===== src/rtl/sdram_pkg.sv =====
// Shared definitions for the SDRAM host sequencer: controller command codes,
// sequencer FSM states and default timing values.
package sdram_pkg;

    localparam logic [2:0] CMD_NOP       = 3'b000;
    localparam logic [2:0] CMD_READA     = 3'b001;
    localparam logic [2:0] CMD_WRITEA    = 3'b010;
    localparam logic [2:0] CMD_REFRESH   = 3'b011;
    localparam logic [2:0] CMD_PRECHARGE = 3'b100;
    localparam logic [2:0] CMD_LOAD_MODE = 3'b101;
    localparam logic [2:0] CMD_LOAD_REG1 = 3'b110;

    typedef enum logic [3:0] {
        StInitWait,
        StReg1,
        StPre,
        StRef1,
        StRef2,
        StLmr,
        StIdle,
        StRef,
        StRead,
        StWrite
    } seq_state_e;

    localparam int unsigned DEF_ASIZE      = 25;
    localparam int unsigned DEF_DSIZE      = 16;
    localparam int unsigned DEF_INIT_WAIT  = 20000;
    localparam int unsigned DEF_REF_PERIOD = 780;
    localparam int unsigned DEF_T_RD       = 8;
    localparam int unsigned DEF_RD_LAT     = 6;
    localparam int unsigned DEF_T_WR       = 8;
    localparam int unsigned DEF_T_REF      = 10;
    localparam int unsigned DEF_T_PRE      = 4;
    localparam int unsigned DEF_T_LMR      = 4;

    localparam logic [24:0] DEF_REG1_WORD = 25'h000_0125;
    localparam logic [24:0] DEF_MODE_WORD = 25'h000_0030;

    // Address bit that selects all banks on PRECHARGE.
    localparam int unsigned PRE_ALL_BIT = 10;

    function automatic int unsigned max_u(input int unsigned a, input int unsigned b);
        return (a > b) ? a : b;
    endfunction

endpackage


===== src/rtl/sdram_refresh_timer.sv =====
// Free-running refresh interval counter; raises a single sticky pending flag per
// interval until the sequencer services it.
module sdram_refresh_timer
    import sdram_pkg::*;
#(
    parameter int unsigned REF_PERIOD = DEF_REF_PERIOD
) (
    input  logic clk_i,
    input  logic rst_ni,
    input  logic en_i,
    input  logic clr_i,
    output logic pending_o
);

    localparam int unsigned CntW = (REF_PERIOD > 2) ? $clog2(REF_PERIOD) : 1;
    localparam logic [CntW-1:0] WrapVal = CntW'(REF_PERIOD - 1);

    logic [CntW-1:0] cnt_q, cnt_d;
    logic            pending_q, pending_d;
    logic            wrap;

    always_comb begin
        wrap  = en_i && (cnt_q == WrapVal);
        cnt_d = cnt_q + 1'b1;
        if (!en_i || wrap) begin
            cnt_d = '0;
        end
        // A wrap while already pending still leaves only one refresh owed.
        pending_d = en_i && (wrap || (pending_q && !clr_i));
    end

    always_ff @(posedge clk_i or negedge rst_ni) begin
        if (!rst_ni) begin
            cnt_q     <= '0;
            pending_q <= 1'b0;
        end else begin
            cnt_q     <= cnt_d;
            pending_q <= pending_d;
        end
    end

    assign pending_o = pending_q;

endmodule


===== src/rtl/sdram_host_sequencer.sv =====
// Host-side command generator for the SDRAM controller: power-up sequence, periodic
// refresh and single-beat client reads/writes, with all spacing set by cycle counts.
module sdram_host_sequencer
    import sdram_pkg::*;
#(
    parameter int unsigned     ASIZE      = DEF_ASIZE,
    parameter int unsigned     DSIZE      = DEF_DSIZE,
    parameter int unsigned     INIT_WAIT  = DEF_INIT_WAIT,
    parameter int unsigned     REF_PERIOD = DEF_REF_PERIOD,
    parameter logic [ASIZE-1:0] REG1_WORD = ASIZE'(DEF_REG1_WORD),
    parameter logic [ASIZE-1:0] MODE_WORD = ASIZE'(DEF_MODE_WORD),
    parameter int unsigned     T_RD       = DEF_T_RD,
    parameter int unsigned     RD_LAT     = DEF_RD_LAT,
    parameter int unsigned     T_WR       = DEF_T_WR,
    parameter int unsigned     T_REF      = DEF_T_REF,
    parameter int unsigned     T_PRE      = DEF_T_PRE,
    parameter int unsigned     T_LMR      = DEF_T_LMR
) (
    input  logic               clk_i,
    input  logic               rst_ni,
    input  logic               req_valid_i,
    output logic               req_ready_o,
    input  logic               req_we_i,
    input  logic [ASIZE-1:0]   req_addr_i,
    input  logic [DSIZE-1:0]   req_wdata_i,
    input  logic [DSIZE/8-1:0] req_dm_i,
    output logic               rsp_valid_o,
    output logic [DSIZE-1:0]   rsp_rdata_o,
    output logic               init_done_o,
    output logic [2:0]         ctl_cmd_o,
    output logic [ASIZE-1:0]   ctl_addr_o,
    output logic [DSIZE-1:0]   ctl_datain_o,
    output logic [DSIZE/8-1:0] ctl_dm_o,
    input  logic [DSIZE-1:0]   ctl_dataout_i
);

    localparam int unsigned BusyMax = max_u(max_u(max_u(INIT_WAIT, T_RD), max_u(T_WR, T_REF)),
                                            max_u(T_PRE, T_LMR));
    localparam int unsigned CntW = $clog2(BusyMax + 1);
    // Busy count in effect on the cycle read data is valid at the controller.
    localparam logic [CntW-1:0]  RdCapture  = CntW'(T_RD - 1 - RD_LAT);
    localparam logic [ASIZE-1:0] PreAllAddr = ASIZE'(1) << PRE_ALL_BIT;

    seq_state_e         state_q, state_d;
    logic [CntW-1:0]    busy_q, busy_d;
    logic [2:0]         cmd_q, cmd_d;
    logic [ASIZE-1:0]   addr_q, addr_d;
    logic [DSIZE-1:0]   datain_q, datain_d;
    logic [DSIZE/8-1:0] dm_q, dm_d;
    logic               init_done_q, init_done_d;
    logic               rsp_valid_q, rsp_valid_d;
    logic [DSIZE-1:0]   rsp_rdata_q, rsp_rdata_d;

    logic               ref_pending;
    logic               ref_clr;
    logic               req_ready;
    logic               busy_done;
    logic               issue;
    logic [2:0]         issue_cmd;
    logic [ASIZE-1:0]   issue_addr;
    int unsigned        issue_t;

    sdram_refresh_timer #(
        .REF_PERIOD(REF_PERIOD)
    ) u_refresh_timer (
        .clk_i    (clk_i),
        .rst_ni   (rst_ni),
        .en_i     (init_done_q),
        .clr_i    (ref_clr),
        .pending_o(ref_pending)
    );

    assign req_ready = (state_q == StIdle) && !ref_pending && init_done_q;

    always_comb begin
        state_d     = state_q;
        busy_d      = busy_q;
        cmd_d       = CMD_NOP;
        addr_d      = addr_q;
        datain_d    = datain_q;
        dm_d        = dm_q;
        init_done_d = init_done_q;
        rsp_valid_d = 1'b0;
        rsp_rdata_d = rsp_rdata_q;
        ref_clr     = 1'b0;
        issue       = 1'b0;
        issue_cmd   = CMD_NOP;
        issue_addr  = '0;
        issue_t     = 1;

        busy_done = (busy_q == '0);
        if (!busy_done) begin
            busy_d = busy_q - 1'b1;
        end

        unique case (state_q)
            StInitWait: begin
                if (busy_done) begin
                    state_d    = StReg1;
                    issue      = 1'b1;
                    issue_cmd  = CMD_LOAD_REG1;
                    issue_addr = REG1_WORD;
                    issue_t    = T_LMR;
                end
            end
            StReg1: begin
                if (busy_done) begin
                    state_d    = StPre;
                    issue      = 1'b1;
                    issue_cmd  = CMD_PRECHARGE;
                    issue_addr = PreAllAddr;
                    issue_t    = T_PRE;
                end
            end
            StPre: begin
                if (busy_done) begin
                    state_d   = StRef1;
                    issue     = 1'b1;
                    issue_cmd = CMD_REFRESH;
                    issue_t   = T_REF;
                end
            end
            StRef1: begin
                if (busy_done) begin
                    state_d   = StRef2;
                    issue     = 1'b1;
                    issue_cmd = CMD_REFRESH;
                    issue_t   = T_REF;
                end
            end
            StRef2: begin
                if (busy_done) begin
                    state_d    = StLmr;
                    issue      = 1'b1;
                    issue_cmd  = CMD_LOAD_MODE;
                    issue_addr = MODE_WORD;
                    issue_t    = T_LMR;
                end
            end
            StLmr: begin
                if (busy_done) begin
                    state_d     = StIdle;
                    init_done_d = 1'b1;
                end
            end
            StIdle: begin
                if (ref_pending) begin
                    state_d   = StRef;
                    issue     = 1'b1;
                    issue_cmd = CMD_REFRESH;
                    issue_t   = T_REF;
                    ref_clr   = 1'b1;
                end else if (req_valid_i && req_ready) begin
                    issue      = 1'b1;
                    issue_addr = req_addr_i;
                    if (req_we_i) begin
                        state_d   = StWrite;
                        issue_cmd = CMD_WRITEA;
                        issue_t   = T_WR;
                    end else begin
                        state_d   = StRead;
                        issue_cmd = CMD_READA;
                        issue_t   = T_RD;
                    end
                end
            end
            StRead: begin
                if (busy_q == RdCapture) begin
                    rsp_valid_d = 1'b1;
                    rsp_rdata_d = ctl_dataout_i;
                end
                if (busy_done) begin
                    state_d = StIdle;
                end
            end
            StRef, StWrite: begin
                if (busy_done) begin
                    state_d = StIdle;
                end
            end
            default: state_d = StInitWait;
        endcase

        if (issue) begin
            cmd_d    = issue_cmd;
            addr_d   = issue_addr;
            busy_d   = CntW'(issue_t - 1);
            datain_d = '0;
            dm_d     = '0;
            if (issue_cmd == CMD_WRITEA) begin
                datain_d = req_wdata_i;
                dm_d     = req_dm_i;
            end
        end
    end

    always_ff @(posedge clk_i or negedge rst_ni) begin
        if (!rst_ni) begin
            state_q     <= StInitWait;
            busy_q      <= CntW'(INIT_WAIT - 1);
            cmd_q       <= CMD_NOP;
            addr_q      <= '0;
            datain_q    <= '0;
            dm_q        <= '0;
            init_done_q <= 1'b0;
            rsp_valid_q <= 1'b0;
            rsp_rdata_q <= '0;
        end else begin
            state_q     <= state_d;
            busy_q      <= busy_d;
            cmd_q       <= cmd_d;
            addr_q      <= addr_d;
            datain_q    <= datain_d;
            dm_q        <= dm_d;
            init_done_q <= init_done_d;
            rsp_valid_q <= rsp_valid_d;
            rsp_rdata_q <= rsp_rdata_d;
        end
    end

    assign req_ready_o  = req_ready;
    assign rsp_valid_o  = rsp_valid_q;
    assign rsp_rdata_o  = rsp_rdata_q;
    assign init_done_o  = init_done_q;
    assign ctl_cmd_o    = cmd_q;
    assign ctl_addr_o   = addr_q;
    assign ctl_datain_o = datain_q;
    assign ctl_dm_o     = dm_q;

endmodule

===== config.mk =====
export PLATFORM = sky130hd
export DESIGN_NAME = sdram_host_sequencer
export DESIGN_NICKNAME = d
export VERILOG_FILES = /design/src/rtl/sdram_pkg.sv /design/src/rtl/sdram_refresh_timer.sv /design/src/rtl/sdram_host_sequencer.sv
export SDC_FILE = /design/constraint.sdc
export NUM_CORES = 1
export LEC_CHECK = 0
export CAP_MARGIN = 20
export CORE_ASPECT_RATIO = 2
export CORE_MARGIN = 2
export CORE_UTILIZATION = 40
export CTS_BUF_LIST = sky130_fd_sc_hd__clkbuf_4 sky130_fd_sc_hd__clkbuf_8
export DETAILED_ROUTE_END_ITERATION = 16
export HOLD_SLACK_MARGIN = 0.1
export PLACE_DENSITY = 0.81
export SYNTH_ARGS = -nofsm -noshare
export SYNTH_HDL_FRONTEND = slang
export SYNTH_SLANG_ARGS = --single-unit

===== constraint.sdc =====
create_clock -name clk_i -period 3.3 [get_ports clk_i]
set_clock_uncertainty 0.2 [all_clocks]
set_input_delay 0.495 -clock clk_i [delete_from_list [all_inputs] [get_ports clk_i]]
set_output_delay 0.495 -clock clk_i [all_outputs]
set_load 0.02 [all_outputs]

# After elaboration in Yosys (flattened, before gate mapping)
# Index checks and enable logic that the tools add are counted.
# totals
latchBits	0
mem_bits_ro	0
register_bits	94
n_memories	0
mem_bits_rw	0
output_inout_bits	65
# op_classes
reduce_logical	20
muxes	43
shifts	0
n_eq_ne	20
n_div	0
n_mul	0
n_bitwise	0
magnitude_cmp	0
add_sub_neg	3
# op_table
op	n
25-bit one-hot mux with 4 select lines	1
25-bit two-way mux	2
4-bit two-way mux	11
15-bit two-way mux	2
15-bit by 1-bit subtractor with 15-bit output, second input constant	2
4-bit one-hot mux with 7 select lines	1
4-bit by 3-bit == test with 1-bit output, second input constant	4
16-bit two-way mux	1
15-bit by 1-bit == test with 1-bit output, second input constant	1
15-bit logical NOT	1
3-bit two-way mux	5
3-bit one-hot mux with 5 select lines	1
4-bit one-hot mux with 3 select lines	1
11-bit two-way mux	1
10-bit by 1-bit adder with 10-bit output, second input constant	1
10-bit == test, second input constant	1
10-bit two-way mux	1
2-bit two-way mux	5
2-bit != test, second input constant	5
9-bit two-way mux	1
4-bit by 2-bit == test with 1-bit output, second input constant	2
4-bit == test, second input constant	2
1-bit two-way mux	8
7-bit AND reduction	1
other kinds (15)	25

# Longest topological paths before layout
# Gate-level depths: netlist of the first run.
# depth
ltp_word	9
mapped_depth	11
mapped_depth_nobuf	9

# Hierarchy
# From an unflattened synthesis of the first run, not the netlist that was laid out.
# unflattened
hier_cells	346
area_unflattened_um2	4251.6
# modules_own_cells
mod	cells_each	seq_area_each_um2	area_each_um2	instances
sdram_host_sequencer	294	2088.3	3711.1	1
sdram_refresh_timer	52	275.3	540.5	1

# Worst setup path after synthesis of the first run
# OpenSTA, ideal clock, no wires.
# synth_path
path_kind	register to register
startpoint	reg busy_q[0]
endpoint	reg busy_q[2]
arrival_time_ns	2.477
setup_ns	0.081
required_ns	3.019
path_stages_with_launch	12
slack_ns	0.542
cell_sequence	dfstp_2 -> inv_1 -> ha_1 -> nor4b_1 -> and4_1 -> buf_6 -> o21ai_2 -> buf_2 -> inv_1 -> ha_1 -> or4_1 -> o211ai_1
# synth_between
elab_chain_cells	5
# synth_rtl
element	line_no	rtl
from (decl)	sdram_host_sequencer.sv:45	logic [CntW-1:0] busy_q, busy_d;
from (signal assigned)	sdram_host_sequencer.sv:200	busy_q <= CntW'(INIT_WAIT - 1);
from (signal assigned)	sdram_host_sequencer.sv:210	busy_q <= busy_d;
15-bit logical NOT	sdram_host_sequencer.sv:91	busy_done = (busy_q == '0);
3-bit two-way mux / 4-bit two-way mux (equally long branches)	--	
4-bit one-hot mux with 3 select lines	sdram_host_sequencer.sv:96	unique case (state_q)
15-bit by 1-bit subtractor with 15-bit output	sdram_host_sequencer.sv:187	busy_d = CntW'(issue_t - 1);
15-bit two-way mux	sdram_host_sequencer.sv:184	if (issue) begin
# Parallel ways exist; a longest one is shown, timed or not. The select of a mux whose other input is x is not followed.
# A chain may end at the register's enable or synchronous reset.

# Final worst setup path of the first run
# layout_path
startpoint	reg state_q[2]
endpoint	out req_ready_o
# layout_between
elab_chain_cells	3
# layout_rtl
element	line_no	rtl
from (decl)	sdram_host_sequencer.sv:44	seq_state_e state_q, state_d;
from (signal assigned)	sdram_host_sequencer.sv:199	state_q <= StInitWait;
from (signal assigned)	sdram_host_sequencer.sv:209	state_q <= state_d;
4-bit by 3-bit == test with 1-bit output	sdram_host_sequencer.sv:73	assign req_ready = (state_q == StIdle) && !ref_pending && init_done_q;
1-bit logical AND (2 in series)	sdram_host_sequencer.sv:73	
to (decl)	sdram_host_sequencer.sv:22	output logic req_ready_o,
# No other way between the ends.

==> results summary, run 1 <==
The share of the yosys chip area belonging to registers came out at 0.568. The number of design-rule violations left by the first detailed-router iteration is 215. The average detailed-routed wire length per instance came out at 17.6 um. The area of the mapped netlist came out at 4160 um2. The layout cell share with drive strength beyond 1 is 0.123. The total die area came out at 11,300 um2. The first-pass GRT wire length came out at 17,800 um. The power per cell area is 346 nW/um2. The number of synthesized register bits came out at 94. The switching share of total power is 0.239. The required time of the critical path is 2.60 ns. Compared with the post-synthesis result, the final layout area differs by 37.9%. The count of cells along the worst register-to-register path came out at 9. The synthesized design spends more area on one cell type than any other, namely dfrtp_1.

The floorplan step set the die width to 76.1 um. For this run, asynchronously set or reset flops after synthesis account for 1.00. The final global-route overflow total is 0.

The highest clock rate is 341 MHz. The average cell area after synthesis came out at 12.2 um2. The filler cell count came out at 852.

In this run the register-to-register setup slack is 0.61 ns. The internal power consumption is 1510 uW. The overall routing resource usage came out at 0.199.

The run finished with clean final reports. The worst min-delay path startpoint is u_refresh_timer.cnt_q[0]. Setup violations remaining at the end of the flow were counted as 0.

The fraction of power consumed by combinational cells came out at 0.051. The final-report max-slew violation count is 0. The TritonCTS buffer count is 9. The insertion delay to the later sink of the worst-skew pair is 0.37 ns. The number of setup buffers added after CTS is 0.

The overall die height came out at 148 um. In the finished design, the share of the clock period the worst path needs comes to 0.888. The transition time of the tightest slew-check pin is 0.811 ns.

The largest vdd supply drop is 0.000263 V. The root cell of the clock tree is clkbuf_8. The maximum number of pins on one net before global-route repair is 61. The net count of the mapped netlist came out at 410. The via density per instance is 5.38. In this run the power spent charging and discharging nets is 473 uW. The number of antenna violations at the first check in global routing is 0.

The DRC violations left is 0. The number of clock sinks came out at 94. STA classifies the critical path startpoint as a flop. The weighted congestion at the end of routability-driven global placement is 0.862.

Setup repair after global routing left no endpoint under its margin. The distinct cell type count of the synthesized netlist came out at 57. The most common flop cell mapped by yosys is dfrtp_1.

The maximum level of the CTS H-tree came out at 3. The startpoint identified for the worst register-to-register timing path is busy_q[0]. The biggest fanout along the worst timing path is 15. The leakage power summed over all cells is 0.00242 uW.

The number of global-route vias before repair is 3,593. The setup TNS is 0 ns. The post-layout minimum cycle time came out at 2.93 ns.

The worst register-to-register path ends at busy_q[2]. The number of endpoints with negative hold slack in the final report is 0. The number of buffer cells added on primary ports came out at 127. The instance count along the most critical hold path is 1.

After legalization and detailed placement, the total HPWL measured 8100 um. The number of standard cells after synthesis is 341. The via total after detailed routing came out at 3,261.

The number of top-level pins is 128. For this run, the post-layout net count is 535. The buffer levels on the longest clock path came out at 2. The floorplan row count came out at 52.

The remaining antenna violation count came out at 0. TritonCTS built the clock tree. Yosys mapped a number of flops with a built-in enable equal to 0.

The area share of the largest cell type after synthesis came out at 0.511. The starting density of the core is 0.410. Sorting the synthesized cells by area gives the leading types as dfrtp_1 (51%), a22o_1 (7.8%), dfstp_2 (5.7%), mux2_2 (4.1%), nor2_1 (2.9%). The routed wire length is 10,600 um. The count of synthesis-stage warnings from yosys came out at 0.

The part of the total power dissipated in sequential elements came out at 0.581. The part of the total power dissipated in the clock network is 0.369. The register clock-pin slew on the reported worst setup and hold paths is 0.10 ns. The critical path is of the reg -> out type. The signal arrival time at the worst endpoint is 2.23 ns. The antenna cell count came out at 0.

The max capacitance violation total is 0. The worst hold slack is 0.270 ns. The area of the core came out at 10,100 um2. The number of detailed-route iterations in the first pass is 4.

The worst slew margin relative to its limit is 0.458. The worst hold path belongs to the class reg -> reg. The path with the worst hold slack has its endpoint at u_refresh_timer.cnt_q[0]. STA classifies the critical path endpoint as an output pin.
-- layout by cell type (no fill, tap or decap), types with 3 or more instances in the layout --
cell,n
a21o_1,3
a21oi_1,3
a221o_1,6
a22o_1,37
a22oi_1,4
and3_1,3
buf_4,9
clkbuf_8,9
clkdlybuf4s50_1,126
dfrtp_1,85
dfstp_2,9
ha_1,6
inv_1,5
inv_6,3
mux2_2,15
nand2_1,13
nand2b_1,5
nand3_1,6
nand4_1,4
nor2_1,32
nor2b_1,3
nor3_1,7
nor3b_1,3
nor4_1,5
o21ai_0,7
o22ai_1,3
or4_1,3
xnor2_1,11
xor2_1,10
-- state kept, by name, summed over array words and instances (netlist names) --
register                   count
busy_q                        15
ctl_addr_o                    25
ctl_cmd_o                      3
ctl_datain_o                  16
ctl_dm_o                       2
init_done_o                    1
rsp_rdata_o                   16
rsp_valid_o                    1
state_q                        4
u_refresh_timer.cnt_q         10
u_refresh_timer.pending_o      1
-- routing by layer --
layer  track usage  wire length, um  up-vias
li1              -                -     1497
met1         0.209             3750     1616
met2         0.370             5970      112
met3        0.0400              446       36
met4         0.109              476        0
met5             0                0        -
-- how the worst max path moves through the flow --
stage,to,cells past startpoint,start
5_1_grt,req_ready_o,3,state_q[0]
4_1_cts,req_ready_o,3,state_q[2]
2_1_floorplan,busy_q[2],11,busy_q[0]
6_report,req_ready_o,3,state_q[2]
3_3_place_gp,busy_q[2],9,busy_q[0]
3_5_place_dp,busy_q[2],9,busy_q[0]
-- cell usage after synthesis, types with 4 or more instances --
cell,instances
dfrtp_1,85
a22o_1,37
nor2_1,32
mux2_2,15
nand2_1,13
xnor2_1,11
xor2_1,10
dfstp_2,9
clkbuf_1,8
buf_2,7
nor3_1,7
o21ai_0,7
a221o_1,6
ha_1,6
nand3_1,6
inv_1,5
nand2b_1,5
nor4_1,5
a22oi_1,4
buf_6,4
nand4_1,4
-- repair_timing --
action,CTS,global route
resized for setup,0,0
hold endpoints to repair,49,0
hold buffers,1,0
-- power by group through the flow --
stage | clock (uW) | combinational [uW] | sequential (uW)
floorplan | 0 | 2.08 | 1170
global placement | 0 | 99.3 | 1170
detailed placement | 0 | 102 | 1170
CTS | 751 | 103 | 1150
global route | 802 | 111 | 1150
finish | 731 | 101 | 1150
-- final cells by class --
class / count / area [um2] / area share
clock buffer: 9 / 124 / 0.0216
clock inverter: 7 / 66.3 / 0.0116
inverter: 5 / 18.8 / 0.00327
multi-input combinational: 220 / 1660 / 0.289
sequential: 94 / 2360 / 0.412
tap: 135 / 169 / 0.0295
timing repair buffer: 136 / 1340 / 0.233
-- critical path: stages (launching register included) --
cell	delay (ns)
dfrtp_1	0.61
nor3b_1	0.42
and3_1	0.22
clkdlybuf4s50_1	0.62
-- metrics by stage --
stage	worst slack (ns)	instances	utilization	power, uW	instance area, um2
2_1_floorplan	0.542	341	-	1180	4160
3_3_place_gp	0.696	589	0.545	1270	5540
3_5_place_dp	0.622	589	0.545	1280	5540
4_1_cts	0.395	606	0.565	2010	5740
5_1_grt	0.269	606	0.565	2060	5740
6_report	0.371	606	0.565	1980	5740
-- cells by family (layout without fill, tap and decap cells) --
family / after synthesis / count (layout) / synth area share
flops: 94 / 94 / 0.568
mux: 19 / 19 / 0.0508
simple gates: 99 / 99 / 0.137
compound gates: 75 / 75 / 0.146
fa+ha+maj: 6 / 6 / 0.0181
buf+inv: 27 / 157 / 0.0355
xor+xnor: 21 / 21 / 0.0442
(Power assumes the default switching activity.)
==> run 2, diff against run 1 <==
--- a/config.mk
+++ b/config.mk
@@ -7,7 +7,6 @@
 export LEC_CHECK = 0
 export CAP_MARGIN = 20
 export CORE_ASPECT_RATIO = 2
-export CORE_MARGIN = 2
 export CORE_UTILIZATION = 40
 export CTS_BUF_LIST = sky130_fd_sc_hd__clkbuf_4 sky130_fd_sc_hd__clkbuf_8
 export DETAILED_ROUTE_END_ITERATION = 16
==> run 2 against run 1 <==
  * Flip-flop and latch count unchanged
  * Largest power group unchanged
  * Worst setup slack got worse by 0.015 ns
  * Hold slack got worse by 0.00051 ns
  * Cell area grew 0.63%
  * Critical path type unchanged
  * Global-route usage grew 0.79 points
==> results summary, run 2 (synthesized netlist as in run 1, its figures left out) <==
The kind of start point of the critical path is a flop (unchanged). The layout cell share with drive strength beyond 1 is 0.121 (was 0.123). The HPWL reported at the end of detailed placement came out at 7570 um (was 8100 um). The insertion delay to the later sink of the worst-skew pair came out at 0.36 ns (was 0.37 ns). The number of endpoints with negative hold slack in the final report is 0 (unchanged). The area of all placed cells without fillers is 5770 um2 (was 5740 um2). The routed wire length is 10,300 um (was 10,600 um). The number of detailed-route iterations in the first pass is 4 (unchanged).

The buffer levels on the longest clock path is 2 (unchanged). The count of placed standard cells including taps is 588 (was 589). The maximum level of the CTS H-tree came out at 3 (unchanged). The largest vdd supply drop was 0.000334 V (was 0.000263 V).

Ordered list of cells on the worst path: nor3b_1 > and3_1 > clkdlybuf4s50_1 (unchanged). The first-pass GRT wire length is 16,900 um (was 17,800 um). The number of setup violations in the final report came to 0 (unchanged). The DRC violations left came out at 0 (unchanged).

The number of global-route vias before repair is 3,368 (was 3,593). The remaining antenna violation count came out at 0 (unchanged). The setup TNS came out at 0 ns (unchanged). The final net count was 534 (was 535).

The number of design-rule violations left by the first detailed-router iteration came out at 171 (was 215). The TritonCTS buffer count came out at 9 (unchanged). The antenna cell count is 0 (unchanged). The type of element capturing the critical path is an output pin (unchanged). The final-report max-slew violation count is 0 (unchanged). The weighted congestion at the end of routability-driven global placement is 0.868 (was 0.862). The area of the core is 10,100 um2 (about the same). The starting density of the core came to 0.412 (was 0.410). The total die area is 10,800 um2 (was 11,300 um2).

The root cell of the clock tree is clkbuf_8 (unchanged). The worst slew margin relative to its limit is 0.518 (was 0.458). The signal arrival time at the worst endpoint came to 2.25 ns (was 2.23 ns). The average detailed-routed wire length per instance is 17.0 um (was 17.6 um). The placed standard-cell area is 5540 um2 (about the same).

The highest-delay cell along the critical path is dfrtp_1 (was clkdlybuf4s50_1). The leakage power summed over all cells came out at 0.00244 uW (was 0.00242 uW). The non-filler instance count after layout came out at 605 (was 606). The via total after detailed routing came out at 3,239 (was 3,261). The type of the tightest min-delay check is reg -> reg (unchanged). The biggest fanout along the worst timing path was 15 (unchanged).

The layout-stage area growth over the synthesis result is 38.8% (was 37.9%). The number of buffer cells added on primary ports came out at 127 (unchanged). The number of top-level pins was 128 (unchanged).

The worst hold slack was 0.270 ns (about the same). The required time of the critical path came out at 2.60 ns (about the same). The transition time of the tightest slew-check pin is 0.722 ns (was 0.811 ns). The flip-flop count of the largest register, all copies and words added is 25 (unchanged).

The via density per instance is 5.35 (was 5.38). Setup repair after global routing missed its margin: no (unchanged). The overall power of the completed layout is 2090 uW (was 1980 uW). Outcome: completed (unchanged).

The post-cts repair resize count came out at 0 (unchanged). The number of setup buffers added after CTS is 0 (unchanged). The die span in x is 74.1 um (was 76.1 um). The overall routing resource usage is 0.207 (was 0.199).

The overall die height is 146 um (was 148 um). The number of antenna violations at the first check in global routing came to 0 (unchanged). The post-layout minimum cycle time came out at 2.94 ns (was 2.93 ns).

Commonest non-fill, non-tap cells in the layout: clkdlybuf4s50_1 (126), dfrtp_1 (85), a22o_1 (37), nor2_1 (32), mux2_2 (15) (unchanged). The final global-route overflow total came to 0 (unchanged). The power per cell area was 362 nW/um2 (was 346 nW/um2). The clock tree from TritonCTS was yes (unchanged). The number of clock sinks came to 94 (unchanged).

The final period utilization came out at 0.892 (was 0.888). The maximum number of pins on one net before global-route repair came to 52 (was 61). The max capacitance violation total came out at 0 (unchanged). The floorplan row count came to 52 (unchanged).

The biggest cell delay along the critical path is 0.61 ns (was 0.62 ns). The critical path start-end classification is reg -> out (unchanged). The most frequent standard cell in the layout excluding fill and tap cells was clkdlybuf4s50_1 (unchanged). The register clock-pin slew on the reported worst setup and hold paths came out at 0.09 ns (was 0.10 ns).

The highest clock rate is 340 MHz (was 341 MHz).
## run 2: changes by cell type in the layout (fill, tap and decap cells not counted), sizes merged
cell	delta
buf	-1
bufinv	+2
clkbuf	+2
clkinvlp	-1
inv	-3
## run 2: power breakdown
part | total (uW) | leakage [uW] | internal (uW) | switching (uW)
clock | 833 | 0.000115 | 447 | 387
combinational | 102 | 0.00108 | 67.6 | 34.5
sequential | 1150 | 0.00124 | 1150 | 0
total | 2090 | 0.00244 | 1670 | 421
## run 2: routing by layer
metal  vias up  track usage  wire [um]
met2       122        0.368       5830
li1       1495            -          -
met1      1601        0.233       3740
met3        21       0.0449        472
met5         -            0          0
met4         0       0.0779        236
## run 2: path summary, 6_finish.rpt
kind / from / endpoint / slack, ns / cells after the start
min reg2reg: u_refresh_timer.cnt_q[0] / u_refresh_timer.cnt_q[0] / 0.27 / 1
max: state_q[2] / req_ready_o / 0.36 / 3
min: u_refresh_timer.cnt_q[0] / u_refresh_timer.cnt_q[0] / 0.27 / 1
min in group asynchronous: rst_ni / ctl_datain_o[14] / 0.46 / 2
max in group asynchronous: rst_ni / busy_q[2] / 1.72 / 3
max reg2reg: busy_q[1] / busy_q[2] / 0.52 / 9
## run 2: layout make-up
class | count | area (um2)
fill | 830 | 4310
multi-input combinational | 220 | 1660
tap | 135 | 169
clock inverter | 5 | 82.6
timing repair buffer | 135 | 1340
inverter | 5 | 18.8
sequential | 94 | 2360
clock buffer | 11 | 139
## run 2: through the flow
step	setup slack [ns]	util
final	0.356	0.572
after global routing	0.248	0.572
after CTS	0.350	0.572
after detailed placement	0.632	0.549
after global placement	0.734	0.549
after floorplan	0.542	-
## run 2: repair_timing
| item | 4_1_cts | 5_1_grt |
|---|---|---|
| hold buffers | 1 | 0 |
| hold endpoints to repair | 43 | 0 |
| endpoints found under the setup margin | 0 | 0 |
## run 2: critical path, delay by kind of cell, from the launching register on
family                 cells  cell delay (ns)
buffers and inverters      1             0.61
flip-flops                 1             0.61
AND/OR/NAND/NOR            2             0.67
==> run 3, diff against run 2 <==
--- a/config.mk
+++ b/config.mk
@@ -12,6 +12,7 @@
 export DETAILED_ROUTE_END_ITERATION = 16
 export HOLD_SLACK_MARGIN = 0.1
 export PLACE_DENSITY = 0.81
+export SLEW_MARGIN = 0
 export SYNTH_ARGS = -nofsm -noshare
 export SYNTH_HDL_FRONTEND = slang
 export SYNTH_SLANG_ARGS = --single-unit
==> results of run 3 <==
The final DEF is identical to that of run 2; final timing and power are the same.
